### config.mk
export PLATFORM = sky130hd
export DESIGN_NAME = fifo_burst_reader_flat
export DESIGN_NICKNAME = d
export VERILOG_FILES = /design/src/rtl/fifo_burst_reader_if.sv /design/src/rtl/fifo_burst_reader.sv /design/src/flat_wrapper.sv
export SDC_FILE = /design/constraint.sdc
export NUM_CORES = 1
export LEC_CHECK = 0
export BUFFER_PORTS_ARGS = -buffer_cell sky130_fd_sc_hd__buf_2
export CAP_MARGIN = 20
export CORE_MARGIN = 3
export CORE_UTILIZATION = 47
export DETAILED_ROUTE_END_ITERATION = 10
export GPL_ROUTABILITY_DRIVEN = 0
export PLACE_DENSITY = 0.81
export SYNTH_ARGS = -nofsm -noshare
export SYNTH_HDL_FRONTEND = slang
export SYNTH_SLANG_ARGS = --single-unit
### constraint.sdc
create_clock -name clock -period 2.8 [get_ports clock]
set_input_delay 0.42 -clock clock [delete_from_list [all_inputs] [get_ports clock]]
set_output_delay 0.42 -clock clock [all_outputs]
set_load 0.005 [all_outputs]
### src/rtl/fifo_burst_reader_if.sv
// Bundle of the FIFO read port, the burst request channel and the burst data
// channel of fifo_burst_reader; master is the reader, slave is its environment.
interface fifo_burst_reader_if #(
    parameter int NBITS = 64
) ();
    // Handshake semantics: a transfer happens on the rising clock edge where
    // both valid and ready are high. Once valid is raised, the payload
    // (req_len, or o_data/o_last) stays stable and valid stays high until that
    // edge. ready may change freely and never waits for valid.
    logic [NBITS-1:0] fifo_data;
    logic             fifo_valid;
    logic             fifo_almost_empty;
    logic             fifo_read;

    logic             req_valid;
    logic [4:0]       req_len;
    logic             req_ready;

    logic [NBITS-1:0] o_data;
    logic             o_valid;
    logic             o_last;
    logic             o_ready;

    logic [31:0]      stat_words;
    logic [31:0]      stat_bursts;

    logic [1:0]       dbg_state;

    modport master (
        input  fifo_data, fifo_valid, fifo_almost_empty, req_ready, o_ready,
        output fifo_read, req_valid, req_len, o_data, o_valid, o_last,
               stat_words, stat_bursts, dbg_state
    );

    modport slave (
        output fifo_data, fifo_valid, fifo_almost_empty, req_ready, o_ready,
        input  fifo_read, req_valid, req_len, o_data, o_valid, o_last,
               stat_words, stat_bursts, dbg_state
    );
endinterface

### src/rtl/fifo_burst_reader.sv
// Drains a FWFT FIFO into request-announced bursts with a timeout flush of stragglers.
// Optional word/burst counters are built when FIFO_BURST_READER_STATS_EN is defined.
module fifo_burst_reader #(
    parameter int NBITS     = 64,
    parameter int MAX_BURST = 16,
    parameter int TIMEOUT   = 256
) (
    input  logic                clock,
    input  logic                reset,
    fifo_burst_reader_if.master bus
);
    typedef enum logic [1:0] {
        ST_IDLE   = 2'd0,
        ST_REQ    = 2'd1,
        ST_STREAM = 2'd2
    } state_t;

    localparam logic [4:0]  MAX_LEN      = 5'(MAX_BURST);
    localparam logic [15:0] TIMEOUT_LAST = 16'(TIMEOUT - 1);

    state_t           state;
    state_t           state_next;
    logic [15:0]      timer;
    logic [4:0]       remain;
    logic             load;
    logic             req_valid_q;
    logic [4:0]       req_len_q;
    logic [NBITS-1:0] o_data_q;
    logic             o_valid_q;
    logic             o_last_q;

    always_ff @(posedge clock) begin
        if (!reset) begin
            state       <= ST_IDLE;
            timer       <= '0;
            remain      <= '0;
            req_valid_q <= 1'b0;
            req_len_q   <= '0;
            o_data_q    <= '0;
            o_valid_q   <= 1'b0;
            o_last_q    <= 1'b0;
        end else begin
            state <= state_next;
            case (state)
                ST_IDLE: begin
                    if (!bus.fifo_almost_empty) begin
                        req_len_q   <= MAX_LEN;
                        req_valid_q <= 1'b1;
                        timer       <= '0;
                    end else if (bus.fifo_valid && timer == TIMEOUT_LAST) begin
                        req_len_q   <= 5'd1;
                        req_valid_q <= 1'b1;
                        timer       <= '0;
                    end else if (bus.fifo_valid) begin
                        timer <= timer + 16'd1;
                    end else begin
                        timer <= '0;
                    end
                end
                ST_REQ: begin
                    if (bus.req_ready) begin
                        req_valid_q <= 1'b0;
                        remain      <= req_len_q;
                    end
                end
                ST_STREAM: begin
                    if (load) begin
                        o_data_q  <= bus.fifo_data;
                        o_valid_q <= 1'b1;
                        o_last_q  <= (remain == 5'd1);
                        remain    <= remain - 5'd1;
                    end else if (o_valid_q && bus.o_ready) begin
                        o_valid_q <= 1'b0;
                        o_last_q  <= 1'b0;
                    end
                end
                default: begin
                    timer <= '0;
                end
            endcase
        end
    end

    // req_valid is always high in ST_REQ, so req_ready alone completes the accept.
    always_comb begin
        state_next = state;
        case (state)
            ST_IDLE: begin
                if (!bus.fifo_almost_empty ||
                    (bus.fifo_valid && timer == TIMEOUT_LAST)) begin
                    state_next = ST_REQ;
                end
            end
            ST_REQ: begin
                if (bus.req_ready) begin
                    state_next = ST_STREAM;
                end
            end
            ST_STREAM: begin
                if (o_valid_q && bus.o_ready && o_last_q) begin
                    state_next = ST_IDLE;
                end
            end
            default: state_next = ST_IDLE;
        endcase
    end

    // A pop during reset would lose a word the FIFO owner may not be flushing.
    always_comb begin
        load = 1'b0;
        if (state == ST_STREAM && reset && bus.fifo_valid && remain != 5'd0 &&
            (!o_valid_q || bus.o_ready)) begin
            load = 1'b1;
        end
        bus.fifo_read = load;
        bus.dbg_state = state;
    end

    assign bus.req_valid = req_valid_q;
    assign bus.req_len   = req_len_q;
    assign bus.o_data    = o_data_q;
    assign bus.o_valid   = o_valid_q;
    assign bus.o_last    = o_last_q;

`ifdef FIFO_BURST_READER_STATS_EN
    logic [31:0] stat_words_q;
    logic [31:0] stat_bursts_q;

    always_ff @(posedge clock) begin
        if (!reset) begin
            stat_words_q  <= '0;
            stat_bursts_q <= '0;
        end else if (o_valid_q && bus.o_ready) begin
            stat_words_q <= stat_words_q + 32'd1;
            if (o_last_q) begin
                stat_bursts_q <= stat_bursts_q + 32'd1;
            end
        end
    end

    assign bus.stat_words  = stat_words_q;
    assign bus.stat_bursts = stat_bursts_q;
`else
    assign bus.stat_words  = 32'd0;
    assign bus.stat_bursts = 32'd0;
`endif
endmodule
### src/flat_wrapper.sv
// flat-port wrapper written by rule: the top's interface ports become plain ports
module fifo_burst_reader_flat 
#(
    parameter int NBITS     = 64,
    parameter int MAX_BURST = 16,
    parameter int TIMEOUT   = 256
)
  (clock, reset, bus_fifo_data, bus_fifo_valid, bus_fifo_almost_empty, bus_req_ready, bus_o_ready, bus_fifo_read, bus_req_valid, bus_req_len, bus_o_data, bus_o_valid, bus_o_last, bus_stat_words, bus_stat_bursts, bus_dbg_state);
  fifo_burst_reader_if #(.NBITS(NBITS)) bus_i ();
  input  logic clock;
  input  logic reset;
  input wire logic [$bits(bus_i.fifo_data)-1:0] bus_fifo_data;
  input wire logic [$bits(bus_i.fifo_valid)-1:0] bus_fifo_valid;
  input wire logic [$bits(bus_i.fifo_almost_empty)-1:0] bus_fifo_almost_empty;
  input wire logic [$bits(bus_i.req_ready)-1:0] bus_req_ready;
  input wire logic [$bits(bus_i.o_ready)-1:0] bus_o_ready;
  output wire logic [$bits(bus_i.fifo_read)-1:0] bus_fifo_read;
  output wire logic [$bits(bus_i.req_valid)-1:0] bus_req_valid;
  output wire logic [$bits(bus_i.req_len)-1:0] bus_req_len;
  output wire logic [$bits(bus_i.o_data)-1:0] bus_o_data;
  output wire logic [$bits(bus_i.o_valid)-1:0] bus_o_valid;
  output wire logic [$bits(bus_i.o_last)-1:0] bus_o_last;
  output wire logic [$bits(bus_i.stat_words)-1:0] bus_stat_words;
  output wire logic [$bits(bus_i.stat_bursts)-1:0] bus_stat_bursts;
  output wire logic [$bits(bus_i.dbg_state)-1:0] bus_dbg_state;
  assign bus_i.fifo_data = bus_fifo_data;
  assign bus_i.fifo_valid = bus_fifo_valid;
  assign bus_i.fifo_almost_empty = bus_fifo_almost_empty;
  assign bus_i.req_ready = bus_req_ready;
  assign bus_i.o_ready = bus_o_ready;
  assign bus_fifo_read = bus_i.fifo_read;
  assign bus_req_valid = bus_i.req_valid;
  assign bus_req_len = bus_i.req_len;
  assign bus_o_data = bus_i.o_data;
  assign bus_o_valid = bus_i.o_valid;
  assign bus_o_last = bus_i.o_last;
  assign bus_stat_words = bus_i.stat_words;
  assign bus_stat_bursts = bus_i.stat_bursts;
  assign bus_dbg_state = bus_i.dbg_state;
  fifo_burst_reader #(.NBITS(NBITS), .MAX_BURST(MAX_BURST), .TIMEOUT(TIMEOUT)) u_core (.clock(clock), .reset(reset), .bus(bus_i));
endmodule
# Yosys cells after proc, flatten, opt, wreduce, memory -nomap -nowiden
# Index checks and enable logic that the tools add are counted.
# totals
reg_bits,95
latchBits,0
ramBits,0
romBits,0
inputBits,70
output_inout_bits,139
n_memories,0
# op_classes
n_addsub,2
mul,0
n_div,0
magnitude_cmp,0
n_eq_ne,10
shifts,0
muxes,21
bitwise_logic,0
reduce_logical,23
# ops
cell,count
$mux 16,3
$pmux 16 s2,1
$mux 5,4
$add 16x1->16 const B,1
$eq 16x8->1 const B,1
$pmux 5 s2,1
$reduce_and 3->1,3
$logic_and 1x1->1,7
$mux 1,7
$mux 2,3
$ne 2x1->1 const B,3
$pmux 2 s3,1
$reduce_and 2->1,3
$reduce_bool 2->1,3
$eq 5x1->1 const B,1
$reduce_bool 5->1,1
$sub 5x1->5 const B,1
$ne 2x2->1 const B,2
$ne 3x2->1 const B,1
$eq 2x1->1 const B,1
$eq 2x2->1 const B,1
$logic_not 1->1,2
$logic_not 2->1,1
$logic_or 1x1->1,2
other kinds (2),2

# Longest topological paths before layout
# Gate-level depths: netlist of the first run.
# depth
ltp_word,8
depth_mapped,10
mapped_depth_nobuf,7

# Worst setup path after synthesis of the first run
# Ideal clock, no wire load.
# synth_timing
path_type,register -> register
startpoint,register u_core.remain[0]
endpoint,"register u_core.o_data_q[10], in the netlist u_core.bus.o_data[10]"
arrival_ps,2019
required_ps,2730
slack_ps,711
path_stages_with_launch,11
n_path_buf,3
period_less_slack_ps,2089
path_cell_list,dfxtp_1 inv_1 ha_1 nor4b_1 or3_1 clkbuf_1 inv_1 clkbuf_1 clkbuf_1 nand2_1 a21oi_1
# synth_via
elab_chain_cells,5
# synth_lines
element,line_no,rtl
"start, declared",fifo_burst_reader.sv:24,logic [4:0] remain;
"start signal, assigned",fifo_burst_reader.sv:63,remain <= req_len_q;
"start signal, assigned",fifo_burst_reader.sv:71,remain <= remain - 5'd1;
$reduce_bool 5->1,fifo_burst_reader.sv:111,if (state == ST_STREAM && reset && bus.fifo_valid && remain != 5'd0 &&
$logic_and 1x1->1 (2 in a row),fifo_burst_reader.sv:111,
$mux 1,fifo_burst_reader.sv:111,
$reduce_and 2->1 (no source line),n/a,
"end signal, assigned",fifo_burst_reader.sv:68,o_data_q <= bus.fifo_data;
"end, declared",fifo_burst_reader.sv:28,logic [NBITS-1:0] o_data_q;
# No other way between the ends.
# A chain may end at the register's enable or synchronous reset.

# Worst setup path after layout of the first run
# layout_timing
startpoint,"register u_core.state[0], in the netlist u_core.bus.dbg_state[0]"
endpoint,output bus_fifo_read
# layout_via
elab_chain_cells,6
# layout_lines
element,line_no,rtl
"start, declared",fifo_burst_reader.sv:21,state_t state;
"start signal, assigned",fifo_burst_reader.sv:43,state <= state_next;
$eq 2x2->1,fifo_burst_reader.sv:111,
$logic_and 1x1->1 (4 in a row),fifo_burst_reader.sv:111,
$mux 1,fifo_burst_reader.sv:111,
"end, declared",flat_wrapper.sv:17,output wire logic [$bits(bus_i.fifo_read)-1:0] bus_fifo_read;
# No other way between the ends.

==> results of run 1 <==
flip-flops by register name, summed over array words and instances (netlist names):
register and flops:
u_core.bus.o_data 64, u_core.timer 16, u_core.remain 5, u_core.bus.dbg_state 2, u_core.bus.req_len 2, u_core.bus.o_last 1
u_core.bus.o_valid 1, u_core.bus.req_valid 1
cells in the final DEF (no fill, tap or decap), types with 3 or more instances in the layout:
cell type / Yosys / final
nand4b_1: 4 / 4
nor2b_1: 4 / 4
nor2_1: 7 / 7
nand3_1: 16 / 16
or4b_2: 3 / 3
and3_1: 8 / 8
nand4_1: 6 / 6
ha_1: 7 / 7
inv_1: 14 / 12
nor3_1: 3 / 3
inv_6: 0 / 3
buf_4: 67 / 6
o21ai_0: 8 / 8
buf_2: 2 / 141
o221a_2: 3 / 3
clkbuf_8: 0 / 9
or3_1: 4 / 3
nor4_1: 3 / 3
a31oi_1: 13 / 13
mux2i_1: 6 / 6
or4_1: 4 / 4
nand2b_1: 3 / 3
nand2_1: 142 / 142
conb_1: 1 / 67
dfxtp_1: 92 / 92
a21oi_1: 73 / 73
report_power, final:
part / switching (mW) / total [mW] / internal (mW)
Clock: 0.483 / 0.901 / 0.418
Sequential: 0.0546 / 1.42 / 1.37
Combinational: 0.385 / 0.649 / 0.264
through the flow:
| stage | instance area (sq um) | instances |
|---|---|---|
| 2_1_floorplan | 4631 | 619 |
| 3_3_place_gp | 4870 | 773 |
| 3_5_place_dp | 4870 | 773 |
| 4_1_cts | 5065 | 788 |
| 5_1_grt | 5065 | 788 |
| 6_report | 5065 | 788 |
worst reg2reg max path: stages, from the launching register on:
cell     delay, ps
dfxtp_1        340
inv_1          110
ha_1           460
nand3_1        170
o32a_1         410
or4b_2         630
a21oi_1        150
final cells by class:
cell class              instances  area, sq um  share of cell area (%)
clock buffers                   9        123.9                   2.446
inverters                      14        52.55                   1.038
well taps                     108        135.1                   2.668
flip-flops and latches         92         1842                   36.36
clock inverters                 6        71.32                   1.408
multi-input cells             412         2090                   41.25
repair buffers                147        750.7                   14.82
kinds of logic after synthesis:
logic type	after synthesis	share of synthesized area (%)
AND/OR/NAND/NOR	218	23.18
buffers and inverters	115	15.99
AO/OA/AOI/OAI	114	15.36
flip-flops	92	42.02
adder cells (fa/ha/maj)	7	1.998
multiplexers	6	1.370
other	1	0.08556
layer usage:
layer	share of wire, %	wire (um)	up-vias
met5	0	0	-
met1	39	4297	1882
met3	8.2	901	23
li1	-	-	1987
met4	2.3	255	0
met2	50	5543	197
final timing paths:
path                                              end               startpoint  slack [ps]
worst max-delay path                    bus_fifo_read  u_core.bus.dbg_state[0]         240
worst min-delay path            u_core.bus.o_data[33]        bus_fifo_data[33]         290
worst max register to register       u_core.remain[1]  u_core.bus.dbg_state[0]         470
worst min register to register   u_core.bus.o_data[9]     u_core.bus.o_data[9]         460
==> results.tsv, run 1 <==
metric	value	unit
PortBufs	141	
share of cells above drive strength 1	26.18	%
clk sinks	92	
Slew HR	54.70	%
Seq cells post-synth	92	
Synth cell types	48	
Vias	4089	
Vert. Die Dim	102.6	um
critical path type	flop to primary output	
fmax	389.9	MHz
FFs w/ async S/R, synth	0	%
worst-path fanout max	12	
top-area cell type share of the netlist area	42.02	%
fin util	56.97	%
die width	102.6	um
vias per cell	5.189	
Hold Crit Depth	3	
First-pass DRT Iterations	5	
Post-synth EDFFs	0	
global-route wire length before repair	16980	um
Worst Path Required	2380	ps
CP Buf/Inv Count	3	
vias in the first global route	3647	
Setup TNS	0	ps
Worst Max-Slew Pin Slew	679.4	ps
clk buf depth	2	
RSZ-0062 raised after global routing	false	
busiest grt layer	met2	
Max VDD drop	296.6	uV
Top Ports	209	
clk root buf	clkbuf_8	
crit path DAT	2140	ps
CP max stage delay	470	ps
status	complete, no violations	
n_diodes	0	
final setup vio count	0	
clk_skew	16.23	ps
Layout area overhead	15.56	%
Worst Slack Setup Final	235.3	ps
Critical Path, Cell by Cell	inv_1, ha_1, nand3_1, or3_2, inv_2, buf_2	
post-CTS setup buffer count	0	
hold buffers post-CTS	0	
Synth Warn #	0	
Clock Latency Late Sink	360	ps
Mapped Area	4383	sq um
Initial Utilization	49.30	%
Crit path depth	6	
min cycle time layout	2565	ps
Mean Syn Cell Area	7.926	sq um
FP Rows	34	
H-tree Lvls	3	
most numerous cell in the Yosys netlist	nand2_1	
Area contributors post-synth	dfxtp_1 42%, nand2_1 12%, buf_4 11%	
Lkg Pwr	2.260	nW
DRT Wirelength	11000	um
PwrDens	586.6	nW/um^2
Critical Path Slowest Stage Cell	or3_2	
Final Max Tran Viols	0	
CP top delay family	simple AND/OR/NAND/NOR gates	
worst slack at placement	501.9	ps
Worst setup SP type	flop	
Max-Cap Viols	0	
antenna violations before repair	0	
Commonest cells post-synth	142 x nand2_1, 92 x dfxtp_1, 73 x a21oi_1	
Min Hold Slack	286.8	ps
Core Region	8891	sq um
largest net degree at the start of global routing	67	
die area	10520	sq um
drc violations	0	
endpoints failing hold	0	
Routed Antenna Nets	0	
met3 Track Usage GR	4.195	%
Setup crit end kind	primary output	
min-delay worst type	input port to flop	
Nets	753	
Total Routing Usage GR	19.99	%
Fill cells	825	
worst r2r path cells	6	
CTS tree	built	
sequential share of the synthesized area	42.02	%
dpl hpwl	8073	um
total power	2.971	mW
global route overflow	0	
post-synth top area cell	dfxtp_1	
post-DR wirelength/cell	13.96	um
Tcrit/Tclk final	91.60	%
met2 GRT Util	33.61	%
GR Layer Usage met1	25.02	%
Worst-path clk slew	100	ps
Primary FF master, synth	dfxtp_1	
Post-CTS Resized	0	
CTS buffer count	9	
First DRT Iteration DRCs	358	
Synth Instances	553	
No activity file was read; power rests on OpenSTA's default activity.
==> run 2: changes to the inputs <==
--- a/config.mk
+++ b/config.mk
@@ -11,6 +11,7 @@
 export CORE_UTILIZATION = 47
 export DETAILED_ROUTE_END_ITERATION = 10
 export GPL_ROUTABILITY_DRIVEN = 0
+export GPL_TIMING_DRIVEN = 0
 export PLACE_DENSITY = 0.81
 export SYNTH_ARGS = -nofsm -noshare
 export SYNTH_HDL_FRONTEND = slang
==> results.tsv, run 2 (synthesis gave the netlist of run 1 again) <==
metric	value	unit	change
Top Ports	209		unchanged
Vias	4383		+7.2%
min cycle time layout	2579	ps	+14.76 ps
Setup crit end kind	primary output		
status	complete, no violations		
vias per cell	4.964		-4.3%
First DRT Iteration DRCs	320		-11%
Worst Max-Slew Pin Slew	629.7	ps	-49.76 ps
Reg2Reg Capture Point	u_core.bus.o_data[31]		
leading cell types in the layout, fill and taps excluded	143 x buf_2, 142 x nand2_1, 91 x dfxtp_1, 73 x a21oi_1		
CTS buffer count	9		unchanged
die width	102.6	um	unchanged
Total Routing Usage GR	22.02	%	+2.0 points
Setup TNS	0	ps	unchanged
Nets	848		+13%
hold buffers post-CTS	0		unchanged
Lkg Pwr	2.677	nW	+18%
Core Region	8891	sq um	unchanged
Reg2Reg Launch Point	u_core.remain[0]		
endpoints failing hold	0		unchanged
Fill cells	771		-6.5%
Worst Slack Setup Final	220.5	ps	-14.76 ps
Cell Count, Final, Fillers Out	883		+12%
largest net degree at the start of global routing	17		-75%
final setup vio count	0		unchanged
min-delay worst type	input port to flop		
critical path type	flop to primary output		
Initial Utilization	49.30	%	unchanged
clk sinks	92		unchanged
Final Max Tran Viols	0		unchanged
Routed Antenna Nets	0		unchanged
leading cell type in the layout, fill and taps excluded	buf_2		
global-route wire length before repair	18380	um	+8.3%
worst-path fanout max	10		-2
PwrDens	552.8	nW/um^2	-5.8%
r2r setup slk	410	ps	-60 ps
CTS tree	built		
H-tree Lvls	3		unchanged
HP Start	bus_fifo_data[24]		
die area	10520	sq um	unchanged
Max-Cap Viols	0		unchanged
drc violations	0		unchanged
n_diodes	0		unchanged
hold path endpoint	u_core.bus.o_data[24]		
dpl hpwl	9387	um	+16%
worst slack at placement	202.9	ps	-298.9 ps
crit path DAT	2160	ps	+20 ps
worst r2r path cells	10		+4
DRT Wirelength	11970	um	+8.8%
Min Hold Slack	289.3	ps	+2.451 ps
global route overflow	0		unchanged
post-DR wirelength/cell	13.55	um	-2.9%
share of cells above drive strength 1	31.48	%	+5.3 points
clk buf depth	2		unchanged
total power	3.153	mW	+6.1%
Worst setup SP type	flop		
Tcrit/Tclk final	92.12	%	+0.53 points
Clock Latency Late Sink	360	ps	about the same
antenna violations before repair	0		unchanged
Vert. Die Dim	102.6	um	unchanged
area occupied by multi-input gates	2095	sq um	+0.24%
Slew HR	57.87	%	+3.2 points
placed cell areas	5472	sq um	+12%
clk root buf	clkbuf_8		
Post-Place Cells	868		+12%
First-pass DRT Iterations	6		+1
vias in the first global route	4031		+11%
Worst-path clk slew	100	ps	about the same
RSZ-0062 raised after global routing	false		
Largest register FFs	64		unchanged
FP Rows	34		unchanged
Worst Path Required	2380	ps	about the same
Hold Crit Depth	3		unchanged
post-route cell area	5704	sq um	+13%
Max VDD drop	327.9	uV	+11%
Layout area overhead	30.15	%	
PortBufs	141		unchanged
Reg area	1843	sq um	about the same
clk_skew	9.721	ps	-6.510 ps
fmax	387.7	MHz	-0.57%
fin util	64.16	%	+7.2 points
## run 2: cell count changes in the layout (fill, tap and decap cells not counted), moves of 2 or more
cell	before	now
inv_2	2	0
clkbuf_1	0	25
inv_1	12	14
buf_6	0	2
buf_1	0	3
buf_2	141	143
inv_6	3	1
buf_4	6	67
## run 2: how the worst max path moves through the flow
| stage | cells after the start | slack [ps] | endpoint | from |
|---|---|---|---|---|
| floorplan | 10 | 710 | u_core.bus.o_data[10] | u_core.remain[0] |
| global route | 8 | 50 | bus_fifo_read | u_core.remain[0] |
| finish | 8 | 220 | bus_fifo_read | u_core.remain[0] |
| detailed placement | 10 | 200 | u_core.bus.o_data[31] | u_core.remain[0] |
| global placement | 8 | 300 | bus_fifo_read | u_core.remain[0] |
| CTS | 8 | 80 | bus_fifo_read | u_core.remain[0] |
## run 2: what timing repair did
action	CTS	global route
hold endpoints to repair	0	0
resized for setup	1	6
endpoints found under the setup margin	1	39
buffers inserted	0	0
## run 2: metal layers
metal	GRT usage (%)	up-vias	part of all wire, %
met1	26.38	1963	39
met3	6.292	32	9.5
met4	7.972	0	2.5
met2	37.64	211	49
li1	-	2177	-
met5	0	-	0
## run 2: cell type report
type                            count  area share (%)
Buffer                            101           11.45
Timing Repair Buffer              141           12.37
Multi-Input combinational cell    412           36.72
Inverter                           14          0.9213
Tap cell                          108           2.369
Sequential cell                    92           32.31
Clock inverter                      6           1.689
Clock buffer                        9           2.172
## run 2: worst max-delay path, stage by stage (launching register included)
cell and delay (ps):
dfxtp_2 380, inv_1 50, ha_1 210, nor4b_2 170, or3_1 380, clkbuf_1 150
inv_1 100, clkbuf_4 220, buf_2 140
## run 2: where the power goes
group	leakage (nW)	switching [mW]	internal, mW
Sequential	0.743	0.0557	1.37
Combinational	1.83	0.404	0.334
Clock	0.108	0.484	0.509
